==> src/rtl/bcd_pulse_sender.sv <==
// Decadic pulse-train sender: each BCD digit becomes a burst of that many pulses
// (digit 0 sends ten). Digits go out MSD first, separated by an inter-digit gap.
module bcd_pulse_sender #(
  parameter int HIGH_CYCLES = 4,
  parameter int LOW_CYCLES  = 4,
  parameter int GAP_CYCLES  = 16,
  parameter int DIGITS      = 2
) (
  input  logic                  clk,
  input  logic                  rst_n,
  input  logic                  start,
  input  logic [4*DIGITS-1:0]   bcd_in,
  output logic                  ready,
  output logic                  pulse_out,
  output logic [3:0]            cur_count,
  output logic                  digit_done,
  output logic                  done,
  output logic                  err
);

  localparam int MAX_HL  = (HIGH_CYCLES > LOW_CYCLES) ? HIGH_CYCLES : LOW_CYCLES;
  localparam int MAX_CYC = (MAX_HL > GAP_CYCLES) ? MAX_HL : GAP_CYCLES;
  localparam int CNT_W   = (MAX_CYC > 1) ? $clog2(MAX_CYC) : 1;
  localparam int IDX_W   = (DIGITS > 1) ? $clog2(DIGITS) : 1;

  localparam logic [CNT_W-1:0] HIGH_LOAD = CNT_W'(HIGH_CYCLES - 1);
  localparam logic [CNT_W-1:0] LOW_LOAD  = CNT_W'(LOW_CYCLES - 1);
  localparam logic [CNT_W-1:0] GAP_LOAD  = CNT_W'(GAP_CYCLES - 1);

  typedef enum logic [1:0] {S_IDLE, S_HIGH, S_LOW, S_GAP} state_t;

  state_t              r_state,  w_state_nxt;
  logic [CNT_W-1:0]    r_cnt,    w_cnt_nxt;
  logic [3:0]          r_left,   w_left_nxt;
  logic [IDX_W-1:0]    r_idx,    w_idx_nxt;
  logic [4*DIGITS-1:0] r_digits, w_digits_nxt;
  logic [3:0]          r_cur_count, w_cc_nxt;
  logic                r_pulse, r_ready, r_digit_done, r_done, r_err;
  logic                w_dd_nxt, w_done_nxt, w_err_nxt;
  logic                w_bad;

  function automatic logic [3:0] pulses_for(input logic [3:0] digit);
    return (digit == 4'd0) ? 4'd10 : digit;
  endfunction

  always_comb begin
    w_bad = 1'b0;
    for (int i = 0; i < DIGITS; i++) begin
      if (bcd_in[4*i +: 4] > 4'd9) w_bad = 1'b1;
    end
  end

  // NOTE: every next-state value gets a default before the case so no path
  // leaves it unassigned; a missing default here would infer a latch.
  always_comb begin
    w_state_nxt  = r_state;
    w_cnt_nxt    = r_cnt;
    w_left_nxt   = r_left;
    w_idx_nxt    = r_idx;
    w_digits_nxt = r_digits;
    w_cc_nxt     = r_cur_count;
    w_dd_nxt     = 1'b0;
    w_done_nxt   = 1'b0;
    w_err_nxt    = 1'b0;

    case (r_state)
      S_IDLE: begin
        if (start) begin
          if (w_bad) begin
            w_err_nxt = 1'b1;
          end else begin
            w_digits_nxt = bcd_in;
            w_idx_nxt    = IDX_W'(DIGITS - 1);
            w_left_nxt   = pulses_for(bcd_in[4*DIGITS-1 -: 4]);
            w_cnt_nxt    = HIGH_LOAD;
            w_cc_nxt     = 4'd1;
            w_state_nxt  = S_HIGH;
          end
        end
      end
      S_HIGH: begin
        if (r_cnt == '0) begin
          w_cnt_nxt   = LOW_LOAD;
          w_state_nxt = S_LOW;
        end else begin
          w_cnt_nxt = r_cnt - CNT_W'(1);
        end
      end
      S_LOW: begin
        if (r_cnt != '0) begin
          w_cnt_nxt = r_cnt - CNT_W'(1);
        end else if (r_left > 4'd1) begin
          w_left_nxt  = r_left - 4'd1;
          w_cnt_nxt   = HIGH_LOAD;
          w_cc_nxt    = r_cur_count + 4'd1;
          w_state_nxt = S_HIGH;
        end else begin
          w_dd_nxt = 1'b1;
          if (r_idx != '0) begin
            // Shift so the next digit always sits in the top nibble.
            w_digits_nxt = r_digits << 4;
            w_idx_nxt    = r_idx - IDX_W'(1);
            w_cnt_nxt    = GAP_LOAD;
            w_cc_nxt     = 4'd0;
            w_state_nxt  = S_GAP;
          end else begin
            w_done_nxt  = 1'b1;
            w_state_nxt = S_IDLE;
          end
        end
      end
      S_GAP: begin
        if (r_cnt != '0) begin
          w_cnt_nxt = r_cnt - CNT_W'(1);
        end else begin
          w_left_nxt  = pulses_for(r_digits[4*DIGITS-1 -: 4]);
          w_cnt_nxt   = HIGH_LOAD;
          w_cc_nxt    = 4'd1;
          w_state_nxt = S_HIGH;
        end
      end
      default: w_state_nxt = S_IDLE;
    endcase
  end

  // NOTE: sequential state uses non-blocking assignments only, so every
  // register samples the pre-edge values regardless of statement order.
  always_ff @(posedge clk or negedge rst_n) begin
    if (!rst_n) begin
      // NOTE: the latched digit register is reset as well, so a mid-burst
      // reset really discards the transfer rather than leaving stale data.
      r_state      <= S_IDLE;
      r_cnt        <= '0;
      r_left       <= 4'd0;
      r_idx        <= '0;
      r_digits     <= '0;
      r_cur_count  <= 4'd0;
      r_pulse      <= 1'b0;
      r_ready      <= 1'b1;
      r_digit_done <= 1'b0;
      r_done       <= 1'b0;
      r_err        <= 1'b0;
    end else begin
      r_state      <= w_state_nxt;
      r_cnt        <= w_cnt_nxt;
      r_left       <= w_left_nxt;
      r_idx        <= w_idx_nxt;
      r_digits     <= w_digits_nxt;
      r_cur_count  <= w_cc_nxt;
      r_pulse      <= (w_state_nxt == S_HIGH);
      r_ready      <= (w_state_nxt == S_IDLE);
      r_digit_done <= w_dd_nxt;
      r_done       <= w_done_nxt;
      r_err        <= w_err_nxt;
    end
  end

  assign ready      = r_ready;
  assign pulse_out  = r_pulse;
  assign cur_count  = r_cur_count;
  assign digit_done = r_digit_done;
  assign done       = r_done;
  assign err        = r_err;

endmodule
==> config.mk <==
export PLATFORM = sky130hd
export DESIGN_NAME = bcd_pulse_sender
export DESIGN_NICKNAME = d
export VERILOG_FILES = /design/src/rtl/bcd_pulse_sender.sv
export SDC_FILE = /design/constraint.sdc
export NUM_CORES = 1
export LEC_CHECK = 0
export ABC_AREA = 1
export CAP_MARGIN = 20
export CORE_ASPECT_RATIO = 1.25
export CORE_MARGIN = 2
export CORE_UTILIZATION = 50
export DETAILED_ROUTE_END_ITERATION = 7
export PLACE_DENSITY = 0.74
export SKIP_CTS_REPAIR_TIMING = 1
export SLEW_MARGIN = 10
export SYNTH_ARGS = -nofsm -noshare
export SYNTH_HDL_FRONTEND = slang
export SYNTH_SLANG_ARGS = --single-unit
export TNS_END_PERCENT = 20
==> constraint.sdc <==
create_clock -name clk -period 1.6 [get_ports clk]
set_clock_uncertainty 0.2 [all_clocks]
set_input_delay 0.32 -clock clk [delete_from_list [all_inputs] [get_ports clk]]
set_output_delay 0.32 -clock clk [all_outputs]
set_load 0.1 [all_outputs]
==> out/metrics.cfg, run 1 <==
[place]
io_buffers=19
place_inst=320
hpwl_um=2866
routabilityCongestion=0.9421

[routing]
first_iter_violations=48
drc=0
vias=1630
routedWlPerCell_um=11.52
ant_nets=0
wirelength_um=3768
vias_per_cell=4.985
first_pass_iters=4

[timing]
layout_min_cycle_time_ns=1.673
setup_viol=14
hold_viol_final=0
holdWs_ns=0.1986
fmax_mhz=597.8
finalCritPeriodShare_pct=104.6
slew_headroom_pct=77.96
fin_ws_ns=-0.07292
worstMarginPinSlew_ns=0.3271
rsz0062_at_grt=yes
slew_violations=0

[worst_setup_path]
crit_path_top_delay_cell=dfrtp_2
ff2ff_setup_slack_ns=-0.07
path_max_fanout=8
max_stage_delay_ns=0.45
cp.required_ns=1.58
arrival_ns=1.65
cpMostUsedCell=nand2_4
start_kind=flip-flop
path_class=reg -> reg
crit_path_cell_trace=inv_2, ha_4, inv_2, nand2_4, nand2_4, nand2_4, nand2_4, nor2_4, nand2_4, nand2_2, nand2_1
endpoint_kind=flip-flop

[synth]
synth-warning-count=0
syn_avg_cell_area_um2=7.163
syn_inst=236
seq_area_frac_synth_pct=41.52
yosysUniqueCellTypes=24
ys_ff_latch=28
syn_area_um2=1690
syn_nets=252

[clock_network]
cts_root_buf=clkbuf_8
cts_buffers=3
cts_tree=done
clock-sinks=28
clk_pin_slew_ns=0.09
clk_latency_ns=0.28
htreeDepth=1
cts_max_path_buffers=2

[cells_and_area]
syn_to_final_growth_pct=43.08
post_route_cells_drive_above_1_share_pct=31.03
n_antenna_cell=0
fin_nets=307
fin_cells=327

[grt]
grt_max_degree=29
grt_pass1_wl_um=6686
gr-total-overflow=0
grt_pass1_vias=1580
antenna_found_initial=0
globalRouteTotalUtil_pct=21.16

[floorplan]
die_width_um=56.01
initial_core_util_pct=52.45
ios=20
fp.coreArea_um2=3223
die_area_um2=3865
rows=23
die_h_um=69.01

[worst_hold_path]
hold_path_class=in -> async

[job]
maxCapViolCount=0

[power_and_ir_drop]
ir_worst_vdd_v=0.0004857
leakage_nw=1.309
p_per_area_nw_per_um2=492.1

[status]
violations=negative setup slack
status=finished, violations left

through the flow:
stage               area (um^2)  setup WS [ns]  TNS (ns)  total power, W  util [%]
floorplan                  1708       -0.02643   -0.2107       0.0007495         -
global placement           2260        -0.2871    -5.441       0.0008066     70.11
detailed placement         2260        -0.3000    -5.703       0.0008075     70.11
CTS                        2305        -0.1506    -1.633        0.001195     71.51
global route               2419        -0.1761    -3.025        0.001247     75.04
finish                     2419       -0.07292   -0.6767        0.001190     75.04
final timing paths:
| check | startpoint | end | cells after the start |
|---|---|---|---|
| max | r_left[0] | r_digits[7] | 11 |
| min | rst_n | r_left[1] | 2 |
| max reg2reg | r_left[0] | r_digits[7] | 11 |
| min reg2reg | r_digits[0] | r_digits[0] | 2 |
| max in group asynchronous | rst_n | ready | 2 |
| min in group clk | r_digits[0] | r_digits[0] | 2 |
cell families (layout without fill, tap and decap cells):
| group | Yosys count | count (layout) | synth area share, % |
|---|---|---|---|
| AO/OA/AOI/OAI | 13 | 13 | 4.145 |
| flip-flops | 28 | 28 | 41.53 |
| XOR/XNOR | 2 | 2 | 1.036 |
| adder cells (fa/ha/maj) | 5 | 5 | 3.701 |
| buffers and inverters | 30 | 84 | 6.735 |
| AND/OR/NAND/NOR | 158 | 158 | 42.86 |
routing by layer:
layer / routed length [um] / part of all wire (%) / track usage, % / up-vias
met5: 0 / 0 / 0 / -
met3: 113 / 3.0 / 2.627 / 9
met1: 1620 / 43 / 25.82 / 741
li1: - / - / - / 846
met2: 1948 / 52 / 37.39 / 34
met4: 86 / 2.3 / 8.201 / 0
worst max-delay path, delay by kind of cell, from the launching register on:
kind / cells / cell delay (ns)
buffers and inverters: 2 / 0.13
and+or+nand+nor: 8 / 0.66
DFF: 1 / 0.45
adders and majority gates: 1 / 0.13
sequential cells by signal, indices dropped and copies added, names as in the netlist:
register / count
done: 1
r_state: 2
r_left: 4
pulse_out: 1
digit_done: 1
err: 1
r_digits: 8
r_cnt: 4
cur_count: 4
ready: 1
r_idx: 1
Yosys cell counts:
cell type,number,area share [%]
a21boi_0,1,0.44
a21oi_1,2,0.59
buf_2,1,0.30
dfrtp_1,27,40
dfstp_2,1,1.6
ha_1,5,3.7
inv_1,25,5.6
inv_2,4,0.89
nand2_1,103,23
nand2_2,7,2.6
nand2_4,2,1.3
nand3_1,24,7.1
nand3_2,1,0.59
nand3_4,1,1.0
nand4_1,1,0.37
nor2_1,12,2.7
nor2_2,1,0.37
nor2_4,3,2.0
nor2_8,1,1.2
o211ai_1,1,0.44
o21ai_0,8,2.4
o21ai_1,1,0.30
or2_2,2,0.74
xor2_1,2,1.0
final cells by class:
type | instances | area [um^2]
inverters | 29 | 108.9
well taps | 37 | 46.29
fillers | 241 | 804.5
clock buffers | 4 | 45.04
flip-flops and latches | 28 | 708.2
repair buffers | 51 | 536.8
multi-input cells | 178 | 973.4
cells in the final DEF (no fill, tap or decap), drive strengths merged:
cell | Yosys | layout
dfstp | 1 | 1
clkbuf | 0 | 4
clkdlybuf4s50 | 0 | 10
dfrtp | 27 | 27
nand3 | 26 | 26
ha | 5 | 5
inv | 29 | 29
buf | 1 | 41
o21ai | 9 | 9
or2 | 2 | 2
xor2 | 2 | 2
nand2 | 112 | 112
nand4 | 1 | 1
a21oi | 2 | 2
a21boi | 1 | 1
nor2 | 17 | 17
o211ai | 1 | 1
where the power goes:
part / switching, W / total, W / internal [W]
Clock: 0.000216 / 0.000395 / 0.000179
Combinational: 0.0000398 / 0.0000788 / 0.0000390
Sequential: 0.00000436 / 0.000717 / 0.000713
Total: 0.000260 / 0.00119 / 0.000930
No activity file was read; power rests on OpenSTA's default activity.
==> run 2, diff against run 1 <==
--- a/config.mk
+++ b/config.mk
@@ -11,6 +11,7 @@
 export CORE_MARGIN = 2
 export CORE_UTILIZATION = 50
 export DETAILED_ROUTE_END_ITERATION = 7
+export MAX_ROUTING_LAYER = met4
 export PLACE_DENSITY = 0.74
 export SKIP_CTS_REPAIR_TIMING = 1
 export SLEW_MARGIN = 10
==> out/metrics.cfg, run 2 (synthesis gave the netlist of run 1 again) <==
[status]
status=finished, violations left
violations=negative setup slack

[routing]
routedWlPerCell_um=11.51  ; about the same
first_iter_violations=41  ; -15%
ant_nets=0  ; unchanged
drc=0  ; unchanged
first_pass_iters=4  ; unchanged
vias=1625  ; -0.31%
vias_per_cell=4.969  ; -0.31%
wirelength_um=3765  ; about the same

[cells_and_area]
layout_common_cells=96 x nand2_1, 30 x buf_4, 22 x nand3_1, 22 x dfrtp_1, 21 x inv_1
fill_cells=241  ; unchanged
largest_register=r_digits
fin_nets=307  ; unchanged
final_util_pct=75.04  ; unchanged
final_cell_area_um2=2419  ; unchanged
ff_latch_area_um2=708.2  ; unchanged
final_common_cell=nand2_1
fin_cells=327  ; unchanged
largest_reg_flops=8  ; unchanged
post_route_cells_drive_above_1_share_pct=31.03  ; unchanged
n_antenna_cell=0  ; unchanged
syn_to_final_growth_pct=43.08  ; unchanged
multi_input_comb_area_um2=973.4  ; unchanged

[timing]
rsz0062_at_grt=yes
setup_viol=14  ; unchanged
worstMarginPinSlew_ns=0.3271  ; unchanged
slew_headroom_pct=77.96  ; unchanged
hold_viol_final=0  ; unchanged
layout_min_cycle_time_ns=1.673  ; +0.00001510 ns
fin_ws_ns=-0.07294  ; -0.00001510 ns
fmax_mhz=597.8  ; about the same
finalCritPeriodShare_pct=104.6  ; about the same
slew_violations=0  ; unchanged

[clock_network]
clock-sinks=28  ; unchanged
cts_max_path_buffers=2  ; unchanged
clk_latency_ns=0.28  ; about the same
cts_buffers=3  ; unchanged
cts_root_buf=clkbuf_8
cts_tree=done
clk_pin_slew_ns=0.09  ; about the same
htreeDepth=1  ; unchanged

[grt]
globalRouteTotalUtil_pct=21.75  ; +0.59 points
gr-total-overflow=0  ; unchanged
grt_max_degree=29  ; unchanged
antenna_found_initial=0  ; unchanged
grt_pass1_vias=1582  ; +0.13%
grt_pass1_wl_um=6679  ; -0.10%

[floorplan]
die_width_um=56.01  ; unchanged
die_area_um2=3865  ; unchanged
die_h_um=69.01  ; unchanged
rows=23  ; unchanged
fp.coreArea_um2=3223  ; unchanged
initial_core_util_pct=52.45  ; unchanged
ios=20  ; unchanged

[worst_setup_path]
path_max_fanout=8  ; unchanged
r2r.worst_path.cells=11  ; unchanged
crit_path_cell_trace=inv_2, ha_4, inv_2, nand2_4, nand2_4, nand2_4, nand2_4, nor2_4, nand2_4, nand2_2, nand2_1
endpoint_kind=flip-flop
start_kind=flip-flop
cpMostUsedCell=nand2_4
cp.required_ns=1.58  ; about the same
path_class=reg -> reg
max_stage_delay_ns=0.45  ; about the same
regToRegStartpoint=r_left[0]
ff2ff_setup_slack_ns=-0.07  ; about the same
r2r-end=r_digits[7]
arrival_ns=1.65  ; about the same
cp.buffers_inverters=2  ; unchanged
critPathTopFamily=simple AND/OR/NAND/NOR gates
crit_path_top_delay_cell=dfrtp_2

[power_and_ir_drop]
p_per_area_nw_per_um2=492.1  ; about the same
power_w=0.001190  ; about the same
leakage_nw=1.309  ; unchanged
ir_worst_vdd_v=0.0004857  ; about the same

[place]
place_inst=320  ; unchanged
routabilityCongestion=0.9590  ; +1.8%
hpwl_um=2866  ; unchanged
io_buffers=19  ; unchanged
dpl_cell_area_um2=2260  ; unchanged

[worst_hold_path]
hold_path_class=in -> async

[job]
maxCapViolCount=0  ; unchanged

[run 2: through the flow]
stage	TNS [ns]	worst slack, ns	hold WS (ns)
final	-0.6755	-0.07294	0.1984
after global placement	-5.441	-0.2871	0.2536
after floorplan	-0.2107	-0.02643	-0.1756
after CTS	-1.633	-0.1506	0.2024
after global routing	-3.025	-0.1761	0.1964
after detailed placement	-5.703	-0.3000	0.2632
[run 2: layout make-up]
cell class | instances | share of cell area [%]
well taps | 37 | 1.914
flip-flops and latches | 28 | 29.28
repair buffers | 51 | 22.19
multi-input cells | 178 | 40.25
inverters | 29 | 4.501
clock buffers | 4 | 1.862
[run 2: per-layer routing]
layer / track usage [%] / vias up / routed length (um) / part of all wire (%)
met3: 2.439 / 9 / 108 / 2.9
met2: 37.39 / 32 / 1948 / 52
met4: 8.201 / 0 / 86 / 2.3
met1: 25.94 / 738 / 1621 / 43
li1: - / 846 / - / -
met5: - / - / 0 / 0
[run 2: worst register-to-register path: cells and delay by family (launching register included)]
family        cells  cell delay, ns
simple gates      8            0.66
fa+ha+maj         1            0.13
buf+inv           2            0.13
flops             1            0.45
[run 2: worst max-delay path by stage]
stage | from | end | cells after the start
6_report | r_left[0] | r_digits[7] | 11
5_1_grt | r_left[0] | r_digits[7] | 11
4_1_cts | r_left[0] | r_digits[1] | 11
3_5_place_dp | bcd_in[2] | r_cnt[1] | 7
3_3_place_gp | bcd_in[2] | r_cnt[3] | 7
2_1_floorplan | r_left[0] | r_digits[4] | 11
[run 2: power breakdown]
group          leakage, nW  switching (W)  internal (W)  total (W)
clock network       0.0228       0.000216      0.000179   0.000395
registers            0.349     0.00000436      0.000713   0.000717
logic                0.938      0.0000398     0.0000390  0.0000788
total                 1.31       0.000260      0.000930    0.00119
